[config.mk]
export PLATFORM = sky130hd
export DESIGN_NAME = memory_port_arbiter
export DESIGN_NICKNAME = d
export VERILOG_FILES = /design/src/rtl/memory_port_arbiter.sv
export SDC_FILE = /design/constraint.sdc
export NUM_CORES = 1
export LEC_CHECK = 0
export ABC_AREA = 1
export BUFFER_PORTS_ARGS = -buffer_cell sky130_fd_sc_hd__clkbuf_2
export CAP_MARGIN = 5
export CORE_AREA = 5 5 124 126
export DETAILED_ROUTE_END_ITERATION = 10
export DIE_AREA = 0 0 129 131
export HOLD_SLACK_MARGIN = 0.15
export MAX_ROUTING_LAYER = met4
export PLACE_DENSITY = 0.75
export SYNTH_ARGS = -nofsm -noshare
export SYNTH_HDL_FRONTEND = slang
export SYNTH_SLANG_ARGS = --single-unit
[constraint.sdc]
create_clock -name clk -period 3.6 [get_ports clk]
set_input_delay 0.36 -clock clk [delete_from_list [all_inputs] [get_ports clk]]
set_output_delay 0.36 -clock clk [all_outputs]
set_load 0.01 [all_outputs]
[src/rtl/memory_port_arbiter.sv]
// Arbitrates one fixed-latency single-port memory between instruction fetch and
// data access, alternating grants under contention and producing pipeline stalls.
module memory_port_arbiter #(
  parameter int ADDR_W      = 32,
  parameter int DATA_W      = 32,
  parameter int MEM_LATENCY = 2
) (
  input  logic              clk,
  input  logic              rst_n,
  input  logic              IF_Req,
  input  logic [ADDR_W-1:0] IF_Addr,
  output logic [DATA_W-1:0] IF_Data,
  output logic              IF_Ready,
  input  logic              D_Read,
  input  logic              D_Write,
  input  logic [ADDR_W-1:0] D_Addr,
  input  logic [DATA_W-1:0] D_Write_Data,
  output logic [DATA_W-1:0] D_Read_Data,
  output logic              D_Ready,
  output logic [ADDR_W-1:0] Mem_Addr,
  output logic [DATA_W-1:0] Mem_Write_Data,
  output logic              Mem_Read,
  output logic              Mem_Write,
  input  logic [DATA_W-1:0] Mem_Read_Data,
  output logic              Stall_Fetch,
  output logic              Stall_Mem
);

  typedef enum logic [1:0] {
    IDLE   = 2'd0,
    WAIT_I = 2'd1,
    WAIT_D = 2'd2,
    DONE   = 2'd3
  } state_t;

  localparam logic [3:0] LAT = 4'(MEM_LATENCY);

  state_t              state_q, state_d;
  logic [3:0]          cnt_q, cnt_d;
  logic                last_d_q, last_d_d;
  logic                is_wr_q, is_wr_d;
  logic                mem_read_q, mem_read_d;
  logic                mem_write_q, mem_write_d;
  logic [ADDR_W-1:0]   mem_addr_q, mem_addr_d;
  logic [DATA_W-1:0]   mem_wdata_q, mem_wdata_d;
  logic [DATA_W-1:0]   if_data_q, if_data_d;
  logic [DATA_W-1:0]   d_rdata_q, d_rdata_d;
  logic                if_ready_q, if_ready_d;
  logic                d_ready_q, d_ready_d;
  logic                d_req_s;
  logic                strobe_s;

  assign d_req_s  = D_Read | D_Write;
  assign strobe_s = mem_read_q | mem_write_q;

  // Next-state, grant and capture logic
  always_comb begin
    state_d     = state_q;
    cnt_d       = cnt_q;
    last_d_d    = last_d_q;
    is_wr_d     = is_wr_q;
    mem_read_d  = 1'b0;
    mem_write_d = 1'b0;
    mem_addr_d  = mem_addr_q;
    mem_wdata_d = mem_wdata_q;
    if_data_d   = if_data_q;
    d_rdata_d   = d_rdata_q;
    if_ready_d  = 1'b0;
    d_ready_d   = 1'b0;
    case (state_q)
      IDLE: begin
        if (d_req_s && (!IF_Req || !last_d_q)) begin
          state_d     = WAIT_D;
          mem_addr_d  = D_Addr;
          mem_wdata_d = D_Write_Data;
          mem_write_d = D_Write;
          mem_read_d  = ~D_Write;
          is_wr_d     = D_Write;
          cnt_d       = LAT;
          last_d_d    = 1'b1;
        end else if (IF_Req) begin
          state_d    = WAIT_I;
          mem_addr_d = IF_Addr;
          mem_read_d = 1'b1;
          is_wr_d    = 1'b0;
          cnt_d      = LAT;
          last_d_d   = 1'b0;
        end else begin
          state_d = IDLE;
        end
      end
      WAIT_I, WAIT_D: begin
        // The strobe cycle itself does not count toward the memory latency
        if (strobe_s) begin
          cnt_d = cnt_q;
        end else if (cnt_q == 4'd1) begin
          cnt_d   = cnt_q - 4'd1;
          state_d = DONE;
          if (state_q == WAIT_I) begin
            if_data_d  = Mem_Read_Data;
            if_ready_d = 1'b1;
          end else begin
            d_ready_d = 1'b1;
            if (!is_wr_q) begin
              d_rdata_d = Mem_Read_Data;
            end else begin
              d_rdata_d = d_rdata_q;
            end
          end
        end else begin
          cnt_d = cnt_q - 4'd1;
        end
      end
      DONE: begin
        state_d = IDLE;
      end
      default: begin
        state_d = IDLE;
      end
    endcase
  end

  // State and output registers
  always_ff @(posedge clk or negedge rst_n) begin
    if (!rst_n) begin
      state_q     <= IDLE;
      cnt_q       <= 4'd0;
      last_d_q    <= 1'b0;
      is_wr_q     <= 1'b0;
      mem_read_q  <= 1'b0;
      mem_write_q <= 1'b0;
      mem_addr_q  <= '0;
      mem_wdata_q <= '0;
      if_data_q   <= '0;
      d_rdata_q   <= '0;
      if_ready_q  <= 1'b0;
      d_ready_q   <= 1'b0;
    end else begin
      state_q     <= state_d;
      cnt_q       <= cnt_d;
      last_d_q    <= last_d_d;
      is_wr_q     <= is_wr_d;
      mem_read_q  <= mem_read_d;
      mem_write_q <= mem_write_d;
      mem_addr_q  <= mem_addr_d;
      mem_wdata_q <= mem_wdata_d;
      if_data_q   <= if_data_d;
      d_rdata_q   <= d_rdata_d;
      if_ready_q  <= if_ready_d;
      d_ready_q   <= d_ready_d;
    end
  end

  assign Mem_Read       = mem_read_q;
  assign Mem_Write      = mem_write_q;
  assign Mem_Addr       = mem_addr_q;
  assign Mem_Write_Data = mem_wdata_q;
  assign IF_Data        = if_data_q;
  assign D_Read_Data    = d_rdata_q;
  assign IF_Ready       = if_ready_q;
  assign D_Ready        = d_ready_q;
  assign Stall_Fetch    = IF_Req & ~if_ready_q;
  assign Stall_Mem      = d_req_s & ~d_ready_q;

endmodule

==> results.json, run 1 <==
{
  "outcome": "finished, final reports clean",
  "synth.ff_latch_count": 140,
  "rrSetupSlack_ns": 1.08,
  "clock-sinks": 140,
  "grt_antenna_before_repair": 0,
  "list_of_cells_traversed_by_the_critical_path": "inv_1 > ha_1 > nand2_2 > nor2_4 > nand2_2 > nand2_1 > nand2_1",
  "critical-path-max-stage-delay_ns": 0.56,
  "worst_hold_path.endpoint": "IF_Data[20]",
  "setup_repair_after_global_routing_missed_its_margin": "no",
  "timing.final.ws_setup_ns": 1.08,
  "postSynthCellCount": 775,
  "yosysWarnings": 0,
  "hold_class": "in2reg",
  "netlist_top_cells_area": "sky130_fd_sc_hd__dfrtp_1, sky130_fd_sc_hd__nand2_1, sky130_fd_sc_hd__nand3_1, sky130_fd_sc_hd__inv_1, sky130_fd_sc_hd__o21ai_0",
  "total_neg_setup_slack_ns": 0,
  "critPathKind": "reg2reg",
  "viasPerCell": 4.70,
  "power.share.sequential_pct": 37.0,
  "fin_crit_sh_pct": 70.0,
  "chip_width_um": 129,
  "slew_headroom_pct": 41.9,
  "boundaryPins": 267,
  "min_period_ns": 2.52,
  "netlist_top_cells_count": "sky130_fd_sc_hd__nand2_1, sky130_fd_sc_hd__dfrtp_1, sky130_fd_sc_hd__nand3_1",
  "fmaxAchievable_mhz": 397,
  "cts-root-buf": "sky130_fd_sc_hd__clkbuf_16",
  "min_from": "Mem_Read_Data[20]",
  "floorplan.initialDensity_pct": 44.0,
  "drtAntennaViolNets": 0,
  "setup_viol": 0,
  "port_buffers": 266,
  "synth_sequential_area_ratio_pct": 56.0,
  "power.net_switching_mw": 3.03,
  "1st_pass_router_iterations": 5,
  "post_dp_cell_area_um2": 7670,
  "cellLeakagePower_nw": 4.72,
  "final-max-slew-violation-count": 0,
  "gp_congestion": 0.807,
  "yosys.area.top_type": "sky130_fd_sc_hd__dfrtp_1",
  "track_usage_pct": 21.7,
  "most_common_cell_in_the_netlist": "sky130_fd_sc_hd__nand2_1",
  "worstSkewPairLatency_ns": 0.42,
  "syn_avg_cell_area_um2": 8.07,
  "placedCellCount": 1192,
  "initialDrtViolationCount": 338,
  "slowest_cell_on_the_critical_path": "sky130_fd_sc_hd__nand2_2",
  "core_area_um2": 14200,
  "total_number_of_h_tree_levels": 4,
  "pin_count_of_the_biggest_net_entering_global_routing": 95,
  "timing.critical_path.arrival_ns": 2.82,
  "max_slew.worst_pin.slew_ns": 0.872,
  "post_route_cells_drive_above_1_share_pct": 30.7,
  "clock_path_buffers": 2,
  "wirelength_um": 17400,
  "design.die.area_um2": 16900,
  "post-place-ws_ns": 1.08,
  "yosysTopAreaCellShare_pct": 56.0,
  "globalRoute.totalOverflow": 0,
  "grt_pass1_vias": 5655,
  "syn_area_um2": 6250,
  "hold_depth": 3,
  "postSynth.topFlopCell": "sky130_fd_sc_hd__dfrtp_1",
  "clkSlewWorstSetupHoldPaths_ns": 0.06,
  "asyncSetResetFlopFracSynth_pct": 100,
  "cts_tree": "built",
  "setup.worst_path.start_class": "register",
  "power_switching_share_pct": 40.4,
  "wire_length_of_the_first_global_routing_pass_um": 28000,
  "num_antenna_cells": 0,
  "peak_vdd_ir_v": 0.000385,
  "timing.hold.ws_ns": 0.176,
  "rows": 44,
  "report.final.hold_viol_count": 0,
  "dr_total_vias": 5798,
  "timing.rr.end": "D_Read_Data[0]",
  "clock_power_share_pct": 23.1,
  "nNetsFinal": 1175,
  "synth_edf_count": 0,
  "worst-endpoint-required_ns": 3.90,
  "finalInstanceArea_um2": 8350,
  "worst_setup_path_end_kind": "register",
  "area_delta_synth_final_pct": 33.5,
  "drcViolationCount": 0,
  "critical_path.max_fanout": 33,
  "worst_r2r_path_depth": 7,
  "utilization_after_layout_pct": 58.8,
  "num-fill-cells": 1338,
  "clock_skew_ns": 0.00727,
  "die_h_um": 131,
  "distinct_cells_synth": 26,
  "postCtsResizedCells": 0,
  "power_report.internal_total_mw": 4.47,
  "synth_fp_nets": 914,
  "maxCapViolations": 0,
  "cts_inserted_buffers": 17,
  "r2r_start": "state_q[0]",
  "detail_route.wl_per_cell_um": 14.1,
  "powerDensity_nw_per_um2": 898,
  "post-dp-hpwl_um": 12700,
  "totalPowerFinal_mw": 7.50,
  "final-instance-count-excl-fill": 1233,
  "combPwrFrac_pct": 39.8
}
worst max path at each step:
stage | startpoint | end | slack [ns] | cells past startpoint
final | state_q[0] | D_Read_Data[0] | 1.08 | 7
after global routing | state_q[0] | D_Read_Data[0] | 0.81 | 7
after CTS | state_q[0] | D_Read_Data[0] | 1.06 | 7
after detailed placement | state_q[0] | D_Read_Data[9] | 1.08 | 7
after global placement | state_q[0] | D_Read_Data[30] | 1.14 | 7
after floorplan | state_q[0] | D_Read_Data[10] | 2.09 | 8
timing repair:
item | 4_1_cts | 5_1_grt
setup buffers | 0 | 0
hold endpoints to repair | 101 | 0
endpoints found under the setup margin | 0 | 0
hold buffers | 9 | 0
critical path: cells and delay by family, from the launching register on:
family,cells,cell delay (ns)
and+or+nand+nor,5,1.51
adders and majority gates,1,0.41
buffers and inverters,1,0.08
DFF,1,0.39
power by group through the flow:
stage / sequential [mW] / clock (mW) / combinational (mW)
floorplan: 3.05 / 0 / 1.51
global placement: 2.79 / 0 / 2.95
detailed placement: 2.78 / 0 / 3.04
CTS: 2.78 / 1.77 / 3.04
global route: 2.87 / 1.85 / 3.40
finish: 2.78 / 1.74 / 2.99
logic make-up (layout without fill, tap and decap cells):
group	count (synthesis)	count (layout)	share of synthesized area (%)
XOR/XNOR	1	1	0.140
buffers and inverters	118	392	8.26
AO/OA/AOI/OAI	39	39	3.24
adder cells (fa/ha/maj)	6	6	1.20
flip-flops	140	140	56.0
AND/OR/NAND/NOR	471	471	31.1
flip-flops by register name (all words and copies together), names as in the netlist:
| register | count |
|---|---|
| D_Read_Data | 32 |
| last_d_q | 1 |
| D_Ready | 1 |
| cnt_q | 4 |
| IF_Data | 32 |
| Mem_Addr | 32 |
| Mem_Read | 1 |
| state_q | 2 |
| IF_Ready | 1 |
| Mem_Write | 1 |
| is_wr_q | 1 |
| Mem_Write_Data | 32 |
placed cells by master (no fill, tap or decap), types with 2 or more instances in the layout:
cell,instances
sky130_fd_sc_hd__buf_4,7
sky130_fd_sc_hd__bufinv_16,2
sky130_fd_sc_hd__clkbuf_16,17
sky130_fd_sc_hd__clkbuf_2,265
sky130_fd_sc_hd__clkbuf_8,2
sky130_fd_sc_hd__clkinv_2,3
sky130_fd_sc_hd__clkinv_4,3
sky130_fd_sc_hd__clkinvlp_4,3
sky130_fd_sc_hd__dfrtp_1,140
sky130_fd_sc_hd__dlygate4sd3_1,9
sky130_fd_sc_hd__ha_1,6
sky130_fd_sc_hd__inv_1,75
sky130_fd_sc_hd__inv_2,2
sky130_fd_sc_hd__inv_6,2
sky130_fd_sc_hd__nand2_1,349
sky130_fd_sc_hd__nand2_2,5
sky130_fd_sc_hd__nand3_1,102
sky130_fd_sc_hd__nor2_1,6
sky130_fd_sc_hd__nor2_2,2
sky130_fd_sc_hd__nor2_4,2
sky130_fd_sc_hd__o21ai_0,36
routing by layer:
layer  part of all wire, %  vias up  wire length (µm)  global-route usage (%)
li1                      -     2898                 -                       -
met1                    41     2613              7150                    26.6
met2                    48      247              8270                    33.8
met3                   8.7       40              1510                    6.02
met4                   2.6        0               455                    9.51
met5                     0        -                 0                       -
final cells by class:
type	count	area, µm²	share of cell area (%)
Clock inverter	13	141	1.69
Tap cell	184	230	2.76
Inverter	77	289	3.46
Clock buffer	19	453	5.42
Multi-Input combinational cell	517	2230	26.8
Sequential cell	140	3500	41.9
Timing Repair Buffer	283	1500	18.0
(Power assumes the default switching activity.)
==> run 2, diff against run 1 <==
==> constraint.sdc (replaced) <==
create_clock -name clk -period 2.6 [get_ports clk]
set_input_delay 0.26 -clock clk [delete_from_list [all_inputs] [get_ports clk]]
set_output_delay 0.26 -clock clk [all_outputs]
set_load 0.01 [all_outputs]
==> run 2 against run 1 <==
Against the previous run:
- clock skew increased by 0.0027 ns
- non-clock buffer count grew 111
- hold slack got worse by 0.011 ns
- die area unchanged
- critical endpoint is now Mem_Addr[19]
==> results.json, run 2 (synthesis gave the netlist of run 1 again) <==
{
  "clkSlewWorstSetupHoldPaths_ns": 0.07,
  "max_slew.worst_pin.slew_ns": 0.653,
  "powerDensity_nw_per_um2": 1140,
  "worst_r2r_path_depth": 8,
  "critical-path-max-stage-delay_ns": 0.56,
  "path_depth": 11,
  "critical_path.max_fanout": 43,
  "floorplan.initialDensity_pct": 44.0,
  "gp_congestion": 0.849,
  "worst-endpoint-required_ns": 2.91,
  "maxCapViolations": 0,
  "power.share.sequential_pct": 36.0,
  "slowest_cell_on_the_critical_path": "sky130_fd_sc_hd__dlygate4sd3_1",
  "most_common_cell_after_layout_fill_and_taps_aside": "sky130_fd_sc_hd__nand2_1",
  "critPathKind": "in2reg",
  "setup.worst_path.start_class": "input pin",
  "port_buffers": 266,
  "power_switching_share_pct": 41.3,
  "cts-root-buf": "sky130_fd_sc_hd__clkbuf_16",
  "hold_class": "in2reg",
  "list_of_cells_traversed_by_the_critical_path": "dlygate4sd3_1 > clkbuf_2 > inv_2 > nand2_2 > nand2_4 > inv_2 > buf_12 > nand2_1 > nand3_1 > dlygate4sd3_1 > nand2_1",
  "setup_repair_after_global_routing_missed_its_margin": "no",
  "total_number_of_h_tree_levels": 4,
  "register_area_um2": 3500,
  "cts_tree": "built",
  "worstSkewPairLatency_ns": 0.42,
  "combPwrFrac_pct": 42.4,
  "pin_count_of_the_biggest_net_entering_global_routing": 67,
  "grt_pass1_vias": 6578,
  "clock_path_buffers": 2,
  "total_neg_setup_slack_ns": 0,
  "placedCellCount": 1200,
  "min_period_ns": 2.28,
  "drcViolationCount": 0,
  "fin_crit_sh_pct": 87.6,
  "drtAntennaViolNets": 0,
  "post-cts-setup-buffer-count": 0,
  "detail_route.wl_per_cell_um": 14.7,
  "critical-path-top-delay-family": "buffers and inverters",
  "boundaryPins": 267,
  "core_area_um2": 14200,
  "area_delta_synth_final_pct": 50.6,
  "post-dp-hpwl_um": 13000,
  "clock_skew_ns": 0.00992,
  "chip_width_um": 129,
  "initialDrtViolationCount": 312,
  "rows": 44,
  "cellLeakagePower_nw": 5.14,
  "num_antenna_cells": 0,
  "track_usage_pct": 24.6,
  "power.net_switching_mw": 4.42,
  "worst_setup_path_end_kind": "register",
  "cts_inserted_buffers": 17,
  "timing.hold.ws_ns": 0.165,
  "timing.critical_path.arrival_ns": 2.59,
  "hold_depth": 5,
  "utilization_after_layout_pct": 66.3,
  "num-fill-cells": 1121,
  "1st_pass_router_iterations": 5,
  "wirelength_um": 19800,
  "clock_power_share_pct": 21.6,
  "viasPerCell": 4.86,
  "final-max-slew-violation-count": 0,
  "final-instance-count-excl-fill": 1344,
  "crit_buf_inv": 6,
  "post_route_cells_drive_above_1_share_pct": 28.5,
  "setup_viol": 0,
  "fmaxAchievable_mhz": 439,
  "nNetsFinal": 1286,
  "slew_headroom_pct": 56.3,
  "outcome": "finished, final reports clean",
  "clock-sinks": 140,
  "totalPowerFinal_mw": 10.7,
  "globalRoute.totalOverflow": 0,
  "report.final.hold_viol_count": 0,
  "power_report.internal_total_mw": 6.27,
  "wire_length_of_the_first_global_routing_pass_um": 31900,
  "die_h_um": 131,
  "most-common-layout-cells": "sky130_fd_sc_hd__nand2_1, sky130_fd_sc_hd__clkbuf_2, sky130_fd_sc_hd__dfrtp_1",
  "design.die.area_um2": 16900,
  "dr_total_vias": 6526,
  "grt_antenna_before_repair": 0,
  "peak_vdd_ir_v": 0.000504,
  "multiInputGateArea_um2": 2240
}
==> run 2: worst paths after layout <==
path	startpoint	endpoint	slack, ns
max in group asynchronous	rst_n	D_Read_Data[18]	1.41
setup / recovery	D_Write	Mem_Addr[19]	0.32
setup reg to reg	state_q[1]	Mem_Addr[5]	0.33
hold reg to reg	D_Read_Data[22]	D_Read_Data[22]	0.47
min in group asynchronous	rst_n	Mem_Addr[6]	0.40
hold / removal	D_Addr[2]	Mem_Addr[2]	0.16
==> run 2: power by group through the flow <==
| stage | logic (mW) | registers [mW] | clock network, mW |
|---|---|---|---|
| after floorplan | 2.09 | 4.22 | 0 |
| after global placement | 4.14 | 3.85 | 0 |
| after detailed placement | 4.28 | 3.84 | 0 |
| after CTS | 4.53 | 3.84 | 2.35 |
| after global routing | 5.09 | 3.96 | 2.47 |
| final | 4.53 | 3.85 | 2.31 |
==> run 2: final cells by class <==
class | count | area share (%)
multi-input cells | 517 | 23.8
repair buffers | 394 | 27.5
clock inverters | 14 | 1.36
flip-flops and latches | 140 | 37.2
well taps | 184 | 2.44
inverters | 77 | 3.07
clock buffers | 18 | 4.66
==> run 2: worst reg2reg max path: stages (launching register included) <==
cell	delay [ns]
sky130_fd_sc_hd__dfrtp_1	0.38
sky130_fd_sc_hd__inv_1	0.12
sky130_fd_sc_hd__ha_2	0.36
sky130_fd_sc_hd__inv_1	0.12
sky130_fd_sc_hd__a21oi_2	0.12
sky130_fd_sc_hd__buf_4	0.33
sky130_fd_sc_hd__nand3_1	0.15
sky130_fd_sc_hd__dlygate4sd3_1	0.58
sky130_fd_sc_hd__nand2_1	0.06
==> run 2: stage by stage <==
stage	setup WS, ns	area, µm²
final	0.322	9420
after detailed placement	0.594	7730
after global placement	0.652	7730
after CTS	0.191	9420
after global routing	0.164	9420
after floorplan	1.09	6250
==> run 2: timing repair <==
| item | 4_1_cts | 5_1_grt |
|---|---|---|
| hold endpoints to repair | 189 | 0 |
| resized for setup | 0 | 1 |
| hold buffers | 112 | 0 |
| setup endpoints to repair | 0 | 2 |
==> run 2: layer usage <==
layer | wire length, µm | vias to the layer above | track usage (%) | part of all wire (%)
met5 | 0 | - | - | 0
met4 | 580 | 0 | 10.7 | 2.9
met3 | 1500 | 53 | 5.57 | 7.6
met2 | 9900 | 310 | 39.8 | 50
met1 | 7790 | 3029 | 29.7 | 39
li1 | - | 3134 | - | -
==> run 3, diff against run 2 <==
==> constraint.sdc (replaced) <==
create_clock -name clk -period 2.6 [get_ports clk]
set_input_delay 0.13 -clock clk [delete_from_list [all_inputs] [get_ports clk]]
set_output_delay 0.13 -clock clk [all_outputs]
set_load 0.01 [all_outputs]
==> run 3 against run 2 <==
Against the previous run:
- critical path type unchanged
- power grew 2.0%
- count of clock-buffer cells in the layout unchanged
- sequential cell count unchanged
- sequential share of layout area shrank 0.77 points
- highest routed layer unchanged
- design area up 2.1%
==> results.json, run 3 (synthesis gave the netlist of run 1 again) <==
{
  "chip_width_um": 129,
  "fmaxAchievable_mhz": 420,
  "cellLeakagePower_nw": 5.22,
  "detail_route.wl_per_cell_um": 15.1,
  "multiInputGateArea_um2": 2230,
  "hold_class": "in2reg",
  "outcome": "finished, final reports clean",
  "finalInstanceArea_um2": 9620,
  "die_h_um": 131,
  "worstSkewPairLatency_ns": 0.42,
  "clkSlewWorstSetupHoldPaths_ns": 0.06,
  "most-common-layout-cells": "sky130_fd_sc_hd__nand2_1, sky130_fd_sc_hd__clkbuf_2, sky130_fd_sc_hd__dfrtp_1",
  "pin_count_of_the_biggest_net_entering_global_routing": 76,
  "nNetsFinal": 1305,
  "drcViolationCount": 0,
  "post_route_cells_drive_above_1_share_pct": 27.9,
  "design.die.area_um2": 16900,
  "fin_crit_sh_pct": 91.5,
  "port_buffers": 266,
  "cts-root-buf": "sky130_fd_sc_hd__clkbuf_16",
  "wirelength_um": 20600,
  "timing.final.ws_setup_ns": 0.221,
  "gp_congestion": 0.852,
  "num-fill-cells": 1092,
  "clock_path_buffers": 2,
  "1st_pass_router_iterations": 5,
  "total_neg_setup_slack_ns": 0,
  "setup_repair_after_global_routing_missed_its_margin": "no",
  "worst-endpoint-required_ns": 2.91,
  "powerDensity_nw_per_um2": 1130,
  "timing.critical_path.arrival_ns": 2.69,
  "rrSetupSlack_ns": 0.30,
  "post-cts-setup-buffer-count": 0,
  "utilization_after_layout_pct": 67.7,
  "post-dp-hpwl_um": 12900,
  "floorplan.initialDensity_pct": 44.0,
  "register_area_um2": 3500,
  "report.final.hold_viol_count": 0,
  "globalRoute.totalOverflow": 0,
  "initialDrtViolationCount": 467,
  "dr_total_vias": 6603,
  "drtAntennaViolNets": 0,
  "track_usage_pct": 25.2,
  "total_number_of_h_tree_levels": 4,
  "wire_length_of_the_first_global_routing_pass_um": 32700,
  "rows": 44,
  "critPathKind": "in2reg",
  "cts_inserted_buffers": 17,
  "critical_path.max_fanout": 40,
  "post_dp_cell_area_um2": 7730,
  "setup_viol": 0,
  "cts_tree": "built",
  "grt_pass1_vias": 6707,
  "maxCapViolations": 0,
  "grt_antenna_before_repair": 0,
  "clock-sinks": 140,
  "postCtsResizedCells": 0,
  "slew_headroom_pct": 54.0,
  "most_common_cell_after_layout_fill_and_taps_aside": "sky130_fd_sc_hd__nand2_1",
  "totalPowerFinal_mw": 10.9,
  "min_period_ns": 2.38,
  "hold_buffers": 131,
  "final-max-slew-violation-count": 0,
  "core_area_um2": 14200,
  "boundaryPins": 267,
  "post-place-ws_ns": 0.712,
  "setup.worst_path.start_class": "input pin",
  "num_antenna_cells": 0,
  "area_delta_synth_final_pct": 53.8,
  "max_slew.worst_pin.slew_ns": 0.691,
  "peak_vdd_ir_v": 0.000492,
  "clock_skew_ns": 0.0172,
  "worst_setup_path_end_kind": "register",
  "viasPerCell": 4.85
}
-- run 3: per-stage QoR --
| stage | cells | hold WS (ns) |
|---|---|---|
| 2_1_floorplan | 775 | -0.166 |
| 3_3_place_gp | 1200 | 0.205 |
| 3_5_place_dp | 1200 | 0.203 |
| 4_1_cts | 1362 | 0.158 |
| 5_1_grt | 1362 | 0.196 |
| 6_report | 1362 | 0.167 |
-- run 3: area by class of cell --
cell class,instances,share of cell area (%)
Clock buffer,18,4.57
Clock inverter,13,1.44
Inverter,77,3.01
Multi-Input combinational cell,517,23.2
Sequential cell,140,36.4
Tap cell,184,2.39
Timing Repair Buffer,413,28.9
-- run 3: critical path, stage by stage --
cell and delay (ns):
sky130_fd_sc_hd__dlygate4sd3_1 0.54, sky130_fd_sc_hd__clkbuf_2 0.16, sky130_fd_sc_hd__inv_2 0.04, sky130_fd_sc_hd__nand2_2 0.10, sky130_fd_sc_hd__nand2_4 0.23, sky130_fd_sc_hd__inv_2 0.17
sky130_fd_sc_hd__buf_4 0.40, sky130_fd_sc_hd__nand2_1 0.14, sky130_fd_sc_hd__nand3_1 0.12, sky130_fd_sc_hd__dlygate4sd3_1 0.58, sky130_fd_sc_hd__nand2_1 0.05
-- run 3: path summary, 6_finish.rpt --
check,depth (start not counted),startpoint,to
worst min-delay path,6,D_Read,is_wr_q
min in group asynchronous,2,rst_n,D_Read_Data[16]
worst max-delay path,11,D_Write,Mem_Addr[31]
max in group asynchronous,3,rst_n,IF_Data[18]
worst min register to register,2,Mem_Write_Data[3],Mem_Write_Data[3]
worst max register to register,8,last_d_q,Mem_Addr[31]
-- run 3: metal layers --
| layer | vias to the layer above | part of all wire (%) | wire (µm) | global-route usage (%) |
|---|---|---|---|---|
| met5 | - | 0 | 0 | - |
| met3 | 62 | 7.8 | 1610 | 5.00 |
| met2 | 346 | 50 | 10200 | 40.9 |
| met4 | 0 | 3.5 | 729 | 11.9 |
| met1 | 3033 | 39 | 8040 | 30.5 |
| li1 | 3162 | - | - | - |
-- run 3: where the power goes --
group	total [mW]	internal [mW]	leakage [nW]	switching, mW
Sequential	3.86	3.22	1.60	0.640
Combinational	4.67	1.86	3.33	2.81
Clock	2.37	1.44	0.283	0.938
